### config.mk
export PLATFORM = sky130hd
export DESIGN_NAME = instruction_fetch_unit
export DESIGN_NICKNAME = d
export VERILOG_FILES = /design/src/rtl/instruction_fetch_unit.sv
export SDC_FILE = /design/constraint.sdc
export NUM_CORES = 1
export LEC_CHECK = 0
export CORE_MARGIN = 1
export CORE_UTILIZATION = 25
export CTS_CLUSTER_DIAMETER = 120
export DETAILED_ROUTE_END_ITERATION = 10
export PLACE_DENSITY = 0.59
export REMOVE_ABC_BUFFERS = 1
export SETUP_SLACK_MARGIN = 0.02
export SLEW_MARGIN = 20
export SYNTH_ARGS = -nofsm -noshare
export SYNTH_HDL_FRONTEND = slang
export SYNTH_SLANG_ARGS = --single-unit
### constraint.sdc
create_clock -name CLK -period 8.45 [get_ports CLK]
set_clock_uncertainty 0.15 [all_clocks]
set_input_delay 0.845 -clock CLK [delete_from_list [all_inputs] [get_ports CLK]]
set_output_delay 0.845 -clock CLK [all_outputs]
set_load 0.03 [all_outputs]
### src/rtl/instruction_fetch_unit.sv
// instruction_fetch_unit: PC owner and fetch stage feeding decode through a valid/ready output register.
// Ports:
//   CLK, Reset      clock and asynchronous active-high reset
//   Address         byte address to instruction memory (the PC register)
//   Data            instruction word returned by memory
//   Instruction     captured word; InstPC is the address it came from
//   Valid / Ready   output handshake towards decode
//   Redirect        load RedirectPC (aligned down to a word) and flush the held word
//   FetchCount      number of words accepted by decode, wrapping
module instruction_fetch_unit #(
    parameter int          MEM_WAIT = 1,
    parameter logic [63:0] RESET_PC = 64'h0,
    parameter int          AGE_W    = 4
) (
    input  logic        CLK,
    input  logic        Reset,
    output logic [63:0] Address,
    input  logic [31:0] Data,
    output logic [31:0] Instruction,
    output logic [63:0] InstPC,
    output logic        Valid,
    input  logic        Ready,
    input  logic        Redirect,
    input  logic [63:0] RedirectPC,
    output logic [31:0] FetchCount
);
    localparam logic [AGE_W-1:0] AGE_MAX = AGE_W'(MEM_WAIT - 1);
    logic [63:0] pc_q, pc_d, inst_pc_q, inst_pc_d;
    logic [31:0] instr_q, instr_d, count_q, count_d;
    logic [AGE_W-1:0] age_q, age_d;
    logic valid_q, valid_d, data_ok, take, capture;
    // data_ok: Address has been stable for MEM_WAIT full cycles at this edge
    assign data_ok = age_q == AGE_MAX;
    assign take    = valid_q && Ready;
    assign capture = data_ok && (!valid_q || Ready);
    always_comb begin
        pc_d      = Redirect ? {RedirectPC[63:2], 2'b00} : capture ? pc_q + 64'd4 : pc_q;
        // age saturates so a long FULL stall leaves the prefetched word ready to capture
        age_d     = (Redirect || capture) ? '0 : data_ok ? age_q : age_q + AGE_W'(1);
        valid_d   = Redirect ? 1'b0 : capture ? 1'b1 : take ? 1'b0 : valid_q;
        instr_d   = (!Redirect && capture) ? Data : instr_q;
        inst_pc_d = (!Redirect && capture) ? pc_q : inst_pc_q;
        // a consumed word is counted even when a redirect lands on the same edge
        count_d   = count_q + {31'b0, take};
    end
    always_ff @(posedge CLK or posedge Reset) begin
        if (Reset) begin
            pc_q      <= RESET_PC;
            age_q     <= '0;
            valid_q   <= 1'b0;
            instr_q   <= '0;
            inst_pc_q <= '0;
            count_q   <= '0;
        end else begin
            pc_q      <= pc_d;
            age_q     <= age_d;
            valid_q   <= valid_d;
            instr_q   <= instr_d;
            inst_pc_q <= inst_pc_d;
            count_q   <= count_d;
        end
    end
    assign Address     = pc_q;
    assign Instruction = instr_q;
    assign InstPC      = inst_pc_q;
    assign Valid       = valid_q;
    assign FetchCount  = count_q;
endmodule

# ---- Word-level counts from Yosys, hierarchy flattened
# Index checks and enable logic that the tools add are counted.
dict set report op_classes {
  addsub 3
  div 0
  magnitude_cmp 0
  n_mux 7
  n_shift 0
  n_reduce_logical 10
  bitwise 0
  mul 0
  n_eq_ne 1
}
# operator n
set ops {}
lappend ops {{$mux W64} 2}
lappend ops {{$add A64 B3 Y64 const B} 1}
lappend ops {{$add A32 B1 Y32} 1}
lappend ops {{$mux W4} 2}
lappend ops {{$add A4 B1 Y4 const B} 1}
lappend ops {{$logic_not A4 Y1} 1}
lappend ops {{$logic_and A1 B1 Y1} 3}
lappend ops {{$mux W1} 3}
lappend ops {{$reduce_bool A3 Y1} 1}
lappend ops {{$logic_not A1 Y1} 2}
lappend ops {{$logic_or A1 B1 Y1} 2}
lappend ops {{$ne A2 B1 Y1 const B} 1}
lappend ops {{$reduce_bool A2 Y1} 1}
dict set report word_totals {
  in_bits 100
  ram_bits 0
  latchBits 0
  romBits 0
  output_inout_bits 193
  word_cells 27
  mem_count 0
  register_bits 197
}

# ---- Longest topological paths before layout
# Gate-level depths: netlist of the first run.
dict set report logic_depth {
  word_depth 5
  ltp_mapped 9
  ltp_nobuf 8
}

# ---- Worst setup path after synthesis of the first run
# Ideal clock, no wire load.
dict set report synth_path {
  path_type {register to register}
  start {reg pc_q[9] (netlist: Address[9])}
  end {reg pc_q[58] (netlist: Address[58])}
  path_stages_with_launch 7
  setup_slack_ps 5586
  setup_time_ps 82
  path_buffers 1
  synth_period_minus_slack_ps 2864
  required_time_ps 8218
  arrival_ps 2632
  path_cell_list {dfrtp_1 > nand4_1 > or4_4 > or4b_1 > buf_2 > or4_1 > a31oi_1}
}
dict set report synth_via {
  elab_chain_cells 3
}
# element line_no
set synth_rtl {}
lappend synth_rtl {{start, declared} 28} ;# logic [63:0] pc_q, pc_d, inst_pc_q, inst_pc_d;
lappend synth_rtl {{start signal, assigned} 55} ;# pc_q <= pc_d;
lappend synth_rtl {{$add A64 B3 Y64} 37} ;# pc_d = Redirect ? {RedirectPC[63:2], 2'b00} : capture ? pc_q + 64'd4 : pc_q;
lappend synth_rtl {{$mux W64 (2 in a row)} 37}
# No other way between the ends. The select of a mux whose other input is x is not followed.
# A chain may end at the register's enable or synchronous reset.

# ---- Worst setup path in the final report of the first run
dict set report layout_path {
  start {reg age_q[0]}
  end {reg pc_q[58] (netlist: Address[58])}
}
dict set report layout_via {
  elab_chain_cells 3
}
# element line_no
set layout_rtl {}
lappend layout_rtl {{start, declared} 30} ;# logic [AGE_W-1:0] age_q, age_d;
lappend layout_rtl {{start signal, assigned} 56} ;# age_q <= age_d;
lappend layout_rtl {{$logic_not A4 Y1} 33} ;# assign data_ok = age_q == AGE_MAX;
lappend layout_rtl {{$logic_and A1 B1 Y1} 35} ;# assign capture = data_ok && (!valid_q || Ready);
lappend layout_rtl {{$reduce_bool A2 Y1 (no source line)} -}
# No other way between the ends.

==> results.yml, run 1 <==
floorplan:
  fp.dieW_um: 191
  boundaryPins: 293
  core_area_um2: 34900
  initial_core_util: 0.256
  fp-row-count: 68
  fp.dieH_um: 191
  die-area_um2: 36500
critical_path:
  reg2reg_to: "Address[58]$_DFFE_PP0N_"
  reg2reg_slack_ps: 4890
  reg2reg_depth: 7
  endpoint_kind: "flop"
  required_ps: 8660
  critical_path_peak_fanout: 17
  worstReg2RegStart: "age_q[0]$_DFFE_PP0P_"
  critPathArrivalTime_ps: 3770
  worst-setup-path-type: "flop to flop"
  worst_setup_path_start_kind: "flop"
final_layout:
  drive_above_1_share: 0.139
  postLayoutCoreUtil: 0.366
  areaGrowthSynthToFinish_pct: 42.7
  final_cell_area_um2: 12800
  fillers: 3492
  finalNetCount: 1176
sta:
  final_hold_viol_count: 0
  finalSetupViolCount: 0
  rsz0062_at_grt: "false"
  fmax_mhz: 281
  fin_crit_ps: 3560
  slew_headroom: 0.333
  setup_tns_ps: 0
  final_max_slew_viol_count: 0
  tightest_slew_ps: 1000
  min_period_over_period: 0.421
  hold_ws_ps: 327
drt:
  vias: 7130
  firstDrtPassIters: 4
  routed_wl_um: 27300
  drc: 0
  vias_per_cell: 4.63
  antenna_left: 0
  drt_iter0_markers: 311
  wl_per_cell_um: 17.7
clocking:
  cts_resized: 0
  cts_root_buf: "clkbuf_16"
  cts_tree: "done"
  clock_latency_ps: 450
  post_cts_buffers: 0
  clock_sinks: 193
  clock_path_buffers: 2
  clkTransAtPathRegs_ps: 70
  cts_hold_buf: 0
  htreeDepth: 4
  cts_inserted_buffers: 17
grt:
  grt_max_degree: 133
  grt_pass1_vias: 7189
  grt_pass1_wl_um: 42600
  grt.overflow.total: 0
  antenna_found_initial: 2
  grt_usage: 0.154
power:
  power_leakage_nw: 4.92
  power_density_nw_per_um2: 210
  power.total_mw: 2.68
  ir_drop_v: 0.000134
min_path:
  hold_path.class: "flop to flop"
  min-delay-start: "FetchCount[31]$_DFF_PP0_"
  holdPathStages: 1
  hold-path-endpoint: "FetchCount[31]$_DFF_PP0_"
synthesis:
  synth_edf_count: 0
  ys_seq_area_frac: 0.540
  synth_cell_types: 50
  syn_avg_cell_area_um2: 11.1
  ys.flop_type: "dfrtp_1"
  async_reset_ff_frac: 1.00
  yosys.area.top_type: "dfrtp_1"
  synth_area_um2: 8940
  synthTopCellsByCount: "dfrtp_1 (193), mux2_2 (96), nand2_1 (71), o21ai_0 (48), xnor2_1 (47)"
  synth_top_area_frac: 0.540
  synth-seq-cells: 193
  synthTopCellsByArea: "dfrtp_1 (54%), mux2_2 (12%), xnor2_1 (4.6%)"
  synth_cells: 802
  synth_most_common_cell: "dfrtp_1"
  yosys_warnings: 0
place:
  dp_hpwl_um: 19600
  gp_congestion: 0.757
  placed_cell_area_um2: 12200
  port_buffers: 286
run_status:
  outcome: "completed"
run:
  drv_cap: 0
power breakdown:
group          switching (mW)  internal, mW
clock network           0.367         0.405
logic                   0.411         0.338
registers               0.114          1.04
worst max path at each step:
stage | start | to | slack, ps | depth (start not counted)
after floorplan | Reset | Address[10]$_DFFE_PP0N_ | 2200 | 1
after global placement | Ready | Address[58]$_DFFE_PP0N_ | 4480 | 6
after detailed placement | Ready | Address[58]$_DFFE_PP0N_ | 4400 | 6
after CTS | age_q[0]$_DFFE_PP0P_ | Address[58]$_DFFE_PP0N_ | 4850 | 7
after global routing | age_q[0]$_DFFE_PP0P_ | Address[58]$_DFFE_PP0N_ | 4590 | 7
final | age_q[0]$_DFFE_PP0P_ | Address[58]$_DFFE_PP0N_ | 4890 | 7
routing by layer:
| metal | share of wire | GRT usage | wire length [um] |
|---|---|---|---|
| met5 | 0 | 0 | 0 |
| met4 | 0.020 | 0.0528 | 535 |
| met3 | 0.066 | 0.0485 | 1790 |
| met2 | 0.47 | 0.242 | 12900 |
| met1 | 0.44 | 0.199 | 12000 |
through the flow:
stage	worst slack [ps]	instances
3_5_place_dp	4400	1507
5_1_grt	4590	1538
3_3_place_gp	4480	1507
6_report	4890	1539
2_1_floorplan	2200	762
4_1_cts	4850	1537
cell type report:
cell class	count	area, um^2	area share
antenna	2	5.00	0.000392
sequential	193	4830	0.379
multi-input combinational	552	3850	0.302
tap	455	569	0.0446
timing repair buffer	290	2890	0.226
clock inverter	8	56.3	0.00441
clock buffer	22	484	0.0380
inverter	17	71.3	0.00559
cell usage in the layout, fill, tap and decap left out, drive strengths merged, types with 7 or more instances in the layout:
cell type      count
clkbuf            22
dfrtp            193
clkdlybuf4s50    285
or3               25
o21ai             48
nand2             71
nand4             22
inv               17
nand3             39
nor2              42
xor2              19
o31ai             11
nor4              18
or4               19
xnor2             47
and3              11
and4               7
a31oi             24
nor3              19
mux2              96
cells by family after synthesis:
logic type	count (synthesis)	synth area share
and+or+nand+nor	291	0.177
DFF	193	0.540
muxes	98	0.123
AOI/OAI and AO/OA	88	0.0571
xor gates and xnor gates	66	0.0647
buffers and inverters	60	0.0305
adders and majority gates	5	0.00700
other	1	0.000420
critical path: stages (launching register included):
cell	delay, ps
dfrtp_1	410
inv_1	100
ha_1	170
nor3b_2	410
nand3_1	520
or4b_1	940
or4_1	590
a31oi_1	180
state kept, by name, summed over array words and instances (netlist names):
name and cells:
FetchCount 32, age_q 4, Address 62, InstPC 62, Valid 1, Instruction 32
Power figures use the tool's default switching activity.
==> run 2: changes to the inputs <==
Clock period 8.45 ns to 3.5 ns, I/O delays scaled along.
==> run 2 against run 1 <==
Wire length increased by 3.1%; fmax increased by 19%; sequential power increased by 140%; combinational power increased by 150%; register-to-register slack got worse by 4400 ps; sequential cell count unchanged; via count increased by 2.7%; clock-buffer cell count decreased by 3; largest power group unchanged.
==> results.yml, run 2 (synthesis results as in run 1) <==
clocking:
  post_cts_buffers: 0
  cts_tree: "done"
  clock_sinks: 193
  htreeDepth: 4
  cts_root_buf: "clkbuf_16"
  clock_latency_ps: 450
  clkTransAtPathRegs_ps: 70
  clock_path_buffers: 2
  cts_hold_buf: 0
  cts_resized: 0
  cts_inserted_buffers: 17
power:
  power_frac_comb: 0.270
  pwr-share-seq: 0.400
  ir_drop_v: 0.000360
  power_leakage_nw: 5.13
  power_density_nw_per_um2: 528
  power.total_mw: 6.93
  p_int_mw: 4.72
  power.switching_mw: 2.21
  power.share.clock: 0.330
  switching_share: 0.319
critical_path:
  critical_path_peak_fanout: 17
  critPathArrivalTime_ps: 3190
  reg2reg_to: "Address[58]$_DFFE_PP0N_"
  required_ps: 3710
  worst-setup-path-type: "flop to flop"
  crit_end: "Address[58]$_DFFE_PP0N_"
  worstReg2RegStart: "Address[15]$_DFFE_PP0N_"
  reg2reg_slack_ps: 520
  endpoint_kind: "flop"
  reg2reg_depth: 6
  worst_setup_path_start_kind: "flop"
  startpoint: "Address[15]$_DFFE_PP0N_"
final_layout:
  multi_input_area_um2: 3850
  final_common_cell: "clkdlybuf4s50_1"
  final_cell_area_um2: 13100
  fillers: 3541
  mostFrequentLayoutCells: "clkdlybuf4s50_1 (285), dfrtp_1 (193), mux2_2 (96), nand2_1 (71), o21ai_0 (48)"
  finalNetCount: 1202
  ff_latch_area_um2: 4830
  drive_above_1_share: 0.160
  areaGrowthSynthToFinish_pct: 46.8
grt:
  grt_pass1_wl_um: 43700
  antenna_found_initial: 3
  grt_pass1_vias: 7374
  grt_usage: 0.158
  grt.overflow.total: 0
  grt_max_degree: 84
sta:
  final_max_slew_viol_count: 0
  min_period_over_period: 0.851
  slew_headroom: 0.516
  fmax_mhz: 336
  final_hold_viol_count: 0
  finalSetupViolCount: 0
  fin_crit_ps: 2980
  rsz0062_at_grt: "false"
  tightest_slew_ps: 727
drt:
  antenna_left: 0
  met1_length_um: 12700
  firstDrtPassIters: 4
  wl_per_cell_um: 17.9
  drc: 0
  routed_wl_um: 28100
  top_layer_used: "met5"
  vias: 7325
  drt_iter0_markers: 338
  wl_met3_um: 1640
  route.met2.wl_um: 13100
  vias_per_cell: 4.68
floorplan:
  fp.dieW_um: 191
  core_area_um2: 34900
  fp.dieH_um: 191
  initial_core_util: 0.256
  boundaryPins: 293
  die-area_um2: 36500
  fp-row-count: 68
place:
  placed_cell_area_um2: 12400
  gp_congestion: 0.760
  dp_hpwl_um: 20500
  port_buffers: 286
run:
  drv_cap: 0
run_status:
  outcome: "completed"
min_path:
  hold_path.class: "primary input to async pin"
-- run 2: changes by cell type in the layout (fill, tap and decap cells not counted) --
cell / change
bufinv_16: +6
inv_8: +1
clkinvlp_4: -4
clkinv_2: +1
clkinv_4: +1
clkbuf_8: -3
buf_12: +3
diode_2: -1
buf_4: +23
-- run 2: final cells by class --
type / count / share of cell area
flip-flops and latches: 193 / 0.368
well taps: 455 / 0.0434
diodes: 1 / 0.000191
inverters: 17 / 0.00544
clock inverters: 13 / 0.0176
multi-input cells: 552 / 0.294
clock buffers: 19 / 0.0338
repair buffers: 316 / 0.238
-- run 2: critical path: stages, from the launching register on --
cell and delay (ps):
dfrtp_1 540, nand4_4 220, or4_4 600, or4b_1 480
buf_4 210, or4_1 500, a31oi_1 170
-- run 2: worst min-delay path by stage --
stage,cells past startpoint,start,slack [ps],endpoint
floorplan,1,Redirect,260,Valid$_DFFE_PP0P_
global placement,1,FetchCount[31]$_DFF_PP0_,310,FetchCount[31]$_DFF_PP0_
CTS,2,Reset,240,Instruction[10]$_DFFE_PP0P_
detailed placement,1,FetchCount[20]$_DFF_PP0_,330,FetchCount[20]$_DFF_PP0_
finish,2,Reset,230,Instruction[10]$_DFFE_PP0P_
global route,2,Reset,280,Instruction[22]$_DFFE_PP0P_
-- run 2: layer usage --
layer | vias up | global-route usage
met5 | - | 0
met4 | 2 | 0.0568
met3 | 36 | 0.0435
met2 | 232 | 0.248
met1 | 3596 | 0.207
li1 | 3459 | -
-- run 2: power groups by stage --
| stage | Sequential, mW | Combinational [mW] | Clock [mW] |
|---|---|---|---|
| floorplan | 3.34 | 0.421 | 0 |
| global placement | 2.80 | 1.88 | 0 |
| detailed placement | 2.81 | 1.89 | 0 |
| CTS | 2.77 | 1.90 | 2.35 |
| global route | 2.82 | 1.98 | 2.45 |
| finish | 2.77 | 1.87 | 2.29 |
-- run 2: through the flow --
step	worst slack [ps]	TNS (ps)	std cells	util	hold WS (ps)
after CTS	512	0	1565	0.376	243
after floorplan	-2260	-589670	762	-	263
after global placement	452	0	1533	0.357	313
after detailed placement	406	0	1533	0.357	332
final	521	0	1566	0.376	231
after global routing	284	0	1566	0.376	281
